==> src/rtl/fp_pkg.sv <==
// rtl/fp_pkg.sv - single-precision field widths, operand struct and align state encoding
package fp_pkg;
    localparam int EXP_W  = 8;
    localparam int FRAC_W = 23;
    localparam int SIG_W  = 24;

    typedef struct packed {
        logic             sign;
        logic [EXP_W-1:0] exp;
        logic [FRAC_W-1:0] frac;
    } fp32_t;

    typedef enum logic [1:0] {
        IDLE,
        CMP,
        SHIFT,
        DONE
    } align_state_t;
endpackage

==> src/rtl/fp_field_decode.sv <==
// rtl/fp_field_decode.sv - effective exponent and hidden bit of one single-precision operand
module fp_field_decode
    import fp_pkg::*;
(
    input  logic [EXP_W-1:0] exp_raw,
    output logic [EXP_W-1:0] eff_exp,
    output logic             hidden
);
    // Denormals and zero behave as exponent 1 with no hidden bit.
    assign hidden  = |exp_raw;
    assign eff_exp = hidden ? exp_raw : EXP_W'(1);
endmodule

==> src/rtl/fp_align_ctrl.sv <==
// rtl/fp_align_ctrl.sv - FP adder operand alignment sequencer; FP_ALIGN_STICKY_EN adds the sticky bit
module fp_align_ctrl
    import fp_pkg::*;
#(
    parameter int MAX_SHIFT = 24
) (
    input  logic        clk,
    input  logic        rst_n,
    input  logic        in_valid_i,
    output logic        in_ready_o,
    input  logic [31:0] op_a_i,
    input  logic [31:0] op_b_i,
    output logic [22:0] shf_data_o,
    output logic [4:0]  shf_amt_o,
    input  logic [22:0] shf_data_i,
    output logic        out_valid_o,
    input  logic        out_ready_i,
    output logic [7:0]  exp_o,
    output logic [23:0] mant_big_o,
    output logic [23:0] mant_small_o,
    output logic        sign_big_o,
    output logic        sign_small_o,
    output logic        swap_o,
    output logic        sticky_o
);
    localparam logic [EXP_W-1:0] MAX_SHIFT_D = EXP_W'(MAX_SHIFT);

    align_state_t state, state_next;
    fp32_t op_a, op_b;
    logic [EXP_W-1:0] eff_a, eff_b, eff_big, diff;
    logic hid_a, hid_b, hid_big, hid_small, swap;
    logic sign_big, sign_small;
    logic [FRAC_W-1:0] frac_big, frac_small;
    logic [SIG_W-1:0] sig_small, mant_small_next;
    logic [4:0] hid_pos;

    fp_field_decode u_dec_a (.exp_raw(op_a.exp), .eff_exp(eff_a), .hidden(hid_a));
    fp_field_decode u_dec_b (.exp_raw(op_b.exp), .eff_exp(eff_b), .hidden(hid_b));

    always_ff @(posedge clk) begin
        if (!rst_n) state <= IDLE;
        else        state <= state_next;
    end

    always_comb begin
        state_next = state;
        case (state)
            IDLE:    if (in_valid_i) state_next = CMP;
            CMP:     state_next = SHIFT;
            SHIFT:   state_next = DONE;
            DONE:    if (out_ready_i) state_next = IDLE;
            default: state_next = IDLE;
        endcase
    end

    assign in_ready_o  = (state == IDLE);
    assign out_valid_o = (state == DONE);

    always_comb begin
        eff_big    = swap ? eff_b : eff_a;
        hid_big    = swap ? hid_b : hid_a;
        hid_small  = swap ? hid_a : hid_b;
        frac_big   = swap ? op_b.frac : op_a.frac;
        frac_small = swap ? op_a.frac : op_b.frac;
        sign_big   = swap ? op_b.sign : op_a.sign;
        sign_small = swap ? op_a.sign : op_b.sign;
        sig_small  = {hid_small, frac_small};
    end

    assign shf_data_o = (state == SHIFT) ? frac_small : '0;
    assign shf_amt_o  = (state != SHIFT) ? 5'd0 :
                        (diff > 8'd31)   ? 5'd31 : diff[4:0];

    // The shifter only sees the fraction, so the hidden bit is re-inserted at bit 23-d.
    assign hid_pos = 5'(FRAC_W) - diff[4:0];

    always_comb begin
        if (diff == '0)
            mant_small_next = sig_small;
        else if (diff >= MAX_SHIFT_D)
            mant_small_next = '0;
        else
            mant_small_next = {1'b0, shf_data_i} | (SIG_W'(hid_small) << hid_pos);
    end

    always_ff @(posedge clk) begin
        if (!rst_n) begin
            op_a         <= '0;
            op_b         <= '0;
            swap         <= 1'b0;
            diff         <= '0;
            exp_o        <= '0;
            mant_big_o   <= '0;
            mant_small_o <= '0;
            sign_big_o   <= 1'b0;
            sign_small_o <= 1'b0;
            swap_o       <= 1'b0;
        end else begin
            case (state)
                IDLE: if (in_valid_i) begin
                    op_a <= op_a_i;
                    op_b <= op_b_i;
                end
                CMP: begin
                    swap <= (eff_b > eff_a);
                    diff <= (eff_b > eff_a) ? (eff_b - eff_a) : (eff_a - eff_b);
                end
                SHIFT: begin
                    exp_o        <= eff_big;
                    mant_big_o   <= {hid_big, frac_big};
                    mant_small_o <= mant_small_next;
                    sign_big_o   <= sign_big;
                    sign_small_o <= sign_small;
                    swap_o       <= swap;
                end
                default: ;
            endcase
        end
    end

`ifdef FP_ALIGN_STICKY_EN
    logic [SIG_W-1:0] lost_mask;
    logic             sticky_q;

    always_comb begin
        if (diff >= EXP_W'(SIG_W))
            lost_mask = '1;
        else
            lost_mask = (SIG_W'(1) << diff[4:0]) - SIG_W'(1);
    end

    always_ff @(posedge clk) begin
        if (!rst_n)
            sticky_q <= 1'b0;
        else if (state == SHIFT)
            sticky_q <= |(sig_small & lost_mask);
    end

    assign sticky_o = sticky_q;
`else
    assign sticky_o = 1'b0;
`endif
endmodule

==> config.mk <==
export PLATFORM = sky130hd
export DESIGN_NAME = fp_align_ctrl
export DESIGN_NICKNAME = d
export VERILOG_FILES = /design/src/rtl/fp_pkg.sv /design/src/rtl/fp_field_decode.sv /design/src/rtl/fp_align_ctrl.sv
export SDC_FILE = /design/constraint.sdc
export NUM_CORES = 1
export LEC_CHECK = 0
export CAP_MARGIN = 40
export CORE_MARGIN = 2
export CORE_UTILIZATION = 51
export CTS_BUF_LIST = sky130_fd_sc_hd__clkbuf_2
export CTS_CLUSTER_DIAMETER = 50
export CTS_CLUSTER_SIZE = 28
export DETAILED_ROUTE_END_ITERATION = 12
export HOLD_SLACK_MARGIN = 0.08
export MAX_ROUTING_LAYER = met4
export PLACE_DENSITY_LB_ADDON = 0.15
export REMOVE_ABC_BUFFERS = 1
export SKIP_CTS_REPAIR_TIMING = 1
export SLEW_MARGIN = 20
export SYNTH_ARGS = -nofsm -noshare
export SYNTH_HDL_FRONTEND = slang
export SYNTH_HIERARCHICAL = 1
export SYNTH_SLANG_ARGS = --single-unit
==> constraint.sdc <==
create_clock -name clk -period 3.2 [get_ports clk]
set_clock_uncertainty 0.15 [all_clocks]
set_input_delay 0.64 -clock clk [delete_from_list [all_inputs] [get_ports clk]]
set_output_delay 0.64 -clock clk [all_outputs]
set_load 0.05 [all_outputs]
==> flow_summary.ini <==
[power]
peak_vdd_ir_mv = 0.530
leakage_nw = 3.72
power_density_nw_per_um2 = 948

[synthesis]
async_flop_share_pct = 0
synth_enable_flop_cells = 0
ys_seq_area_share_pct = 38.6
syn-cell-area_sq_um = 6960
synth.area.top_cells = dfxtp_1 39%, nand2_1 11%, mux2i_1 8.6%
synth_area_per_cell_sq_um = 8.33
synthesis_warning_total = 6
synthesis.instances = 835
synth_top_area_share_pct = 38.6
synth.distinct_cells = 43
yosys_register_bits = 134
synth_top_cell_by_area = dfxtp_1
synth_ff_type = dfxtp_1

[cells_and_area]
mostFrequentLayoutCell = nand2_1
area_growth_pct = 35.9
post_layout_nonfiller_instances = 1155
final_area_sq_um = 9460
filler_cell_count = 1057
antennaDiodeCount = 0
post_route_cells_drive_above_1_share_pct = 10.7
top_library_cells_by_usage_in_the_layout_fill_and_taps_aside = 196 x nand2_1, 150 x clkdlybuf4s50_1, 133 x dfxtp_1
layout.nets = 1080

[detailed_routing]
drt_first_pass_iters = 5
postRouteAntennaNets = 0
drc = 0
route.detailed.vias_per_inst = 5.47
routedWlPerCell_microns = 16.8
initialDrtViolationCount = 335
routed-via-count = 6313
totalWireLength_microns = 19400

[global_route]
number_of_antenna_violations_at_the_first_check_in_global_routing = 0
first_global_vias = 6403
globalRouteTotalUtil_pct = 27.2
grt_max_degree = 73
grt_pass1_wl_microns = 30700
overflow = 0

[critical_path]
crit_fanout = 5
crit_path_top_delay_cell = clkdlybuf4s50_1
cp.buffers_inverters = 2
worst-endpoint-required_ns = 2.41
crit_arrival_ns = 2.29
critPathLaunchType = register
cp-end-kind = primary output
worstPathCellList = inv_1 > ha_1 > clkdlybuf4s50_1
critical-path-max-stage-delay_ns = 0.84
cell_type_group_with_the_largest_total_delay_on_the_critical_path = buffers and inverters
critical_path_class = register to primary output

[cts]
cts.sink_count = 134
clock_tree.htree_level_count = 4
worstSkewPairLatency_ns = 0.72
cts_tree = yes
clkSlewWorstSetupHoldPaths_ns = 0.19
cts-buffers-inserted = 17
clk_root_buffer_cell = clkbuf_2
cts-root-to-sink-buffers = 2

[floorplanning]
floorplan.die.width_microns = 121
ioPinCount = 181
start_util_pct = 52.3
fp.dieH_microns = 121
core.rowCount = 42
placeableCoreArea_sq_um = 13300
floorplan.die_area_sq_um = 14600

[worst_hold_path]
hold_path.class = primary input to register

[placement]
post_dp_cell_area_sq_um = 9090
detailedPlacementHpwl_microns = 13700
dpl.cell_count = 1123
port_buffers = 179
place_congestion = 0.911

[job]
maxCapViolCount = 0

[outcome]
run_status = complete, no violations

[sta]
relSlewSlack_pct = 42.6
max_freq_ghz = 0.325
timing.final.max_slew_violations = 0
final_min_period_over_clock_period_pct = 96.3
final-setup-viol-count = 0
rsz0062_at_grt = no
finalHoldViolCount = 0
worst_pin_slew_ns = 0.855
timing.final.crit_period_ns = 3.08
power breakdown:
group / switching (mW) / leakage, nW / internal [mW]
Sequential: 0.404 / 1.10 / 2.12
Clock: 0.646 / 0.184 / 0.740
Combinational: 3.16 / 2.44 / 1.91
Total: 4.21 / 3.72 / 4.76
flip-flops by register name (all words and copies together) (netlist names):
signal	count
diff	8
op_b	32
op_a	32
sign_small_o	1
mant_big_o	24
sign_big_o	1
swap	1
exp_o	8
state	2
swap_o	1
mant_small_o	24
cell usage after synthesis (6+ instances only):
master and instances:
mux2i_1 60, o21a_1 23, buf_1 13, o21ai_0 11, o211ai_1 8, o31ai_2 19, nor3_1 6, o211a_1 35
nand2_1 197, a21o_1 6, ha_1 20, nor2_1 62, dfxtp_1 134, a21oi_1 37, inv_1 19, clkbuf_1 62
a21boi_0 64
final timing paths:
kind,startpoint,end,slack (ns),depth (start not counted)
setup / recovery,state[0],in_ready_o,0.12,3
hold / removal,rst_n,mant_small_o[17],0.26,2
setup reg to reg,op_b[30],diff[6],0.24,11
hold reg to reg,mant_small_o[23],mant_small_o[23],0.33,2
area by class of cell:
type | count | area (sq um) | share of cell area (%)
clock buffer | 17 | 85.1 | 0.900
sequential | 134 | 2690 | 28.4
timing repair buffer | 196 | 2260 | 23.9
clock inverter | 14 | 255 | 2.70
inverter | 19 | 73.8 | 0.781
tap | 176 | 220 | 2.33
multi-input combinational | 599 | 3880 | 41.0
through the flow:
stage          setup TNS, ns  total power, mW  setup WS, ns  hold WS [ns]  util [%]
3_3_place_gp               0             7.43         0.182         0.302      68.2
4_1_cts               -0.249             8.93       -0.0318         0.207      71.0
6_report                   0             8.97         0.120         0.264      71.1
5_1_grt                    0             9.46       0.00787         0.266      71.1
3_5_place_dp               0             7.55         0.115         0.300      68.4
2_1_floorplan         -67.92             5.80         -1.75         0.301         -
routing by layer:
layer | vias up | GRT usage [%] | share of wire, %
met2 | 199 | 44.8 | 47
met3 | 41 | 6.56 | 6.5
met4 | 0 | 10.2 | 2.3
met1 | 2977 | 32.4 | 44
li1 | 3096 | - | -
met5 | - | - | 0
worst register-to-register path, delay by kind of cell, from the launching register on:
kind	cells	cell delay (ns)
buffers and inverters	1	0.05
DFF	1	0.39
adders and majority gates	2	0.58
xor gates and xnor gates	1	0.14
muxes	1	0.25
and+or+nand+nor	2	0.55
AOI/OAI and AO/OA	4	0.71
cell families after synthesis:
| logic type | Yosys count | share of synthesized area (%) |
|---|---|---|
| AOI/OAI and AO/OA | 217 | 24.5 |
| and+or+nand+nor | 293 | 17.4 |
| DFF | 134 | 38.6 |
| xor gates and xnor gates | 6 | 0.755 |
| muxes | 60 | 8.63 |
| buffers and inverters | 102 | 5.86 |
| adders and majority gates | 22 | 4.17 |
| other | 1 | 0.0539 |
Note: power is estimated with default switching activity, not from simulation.
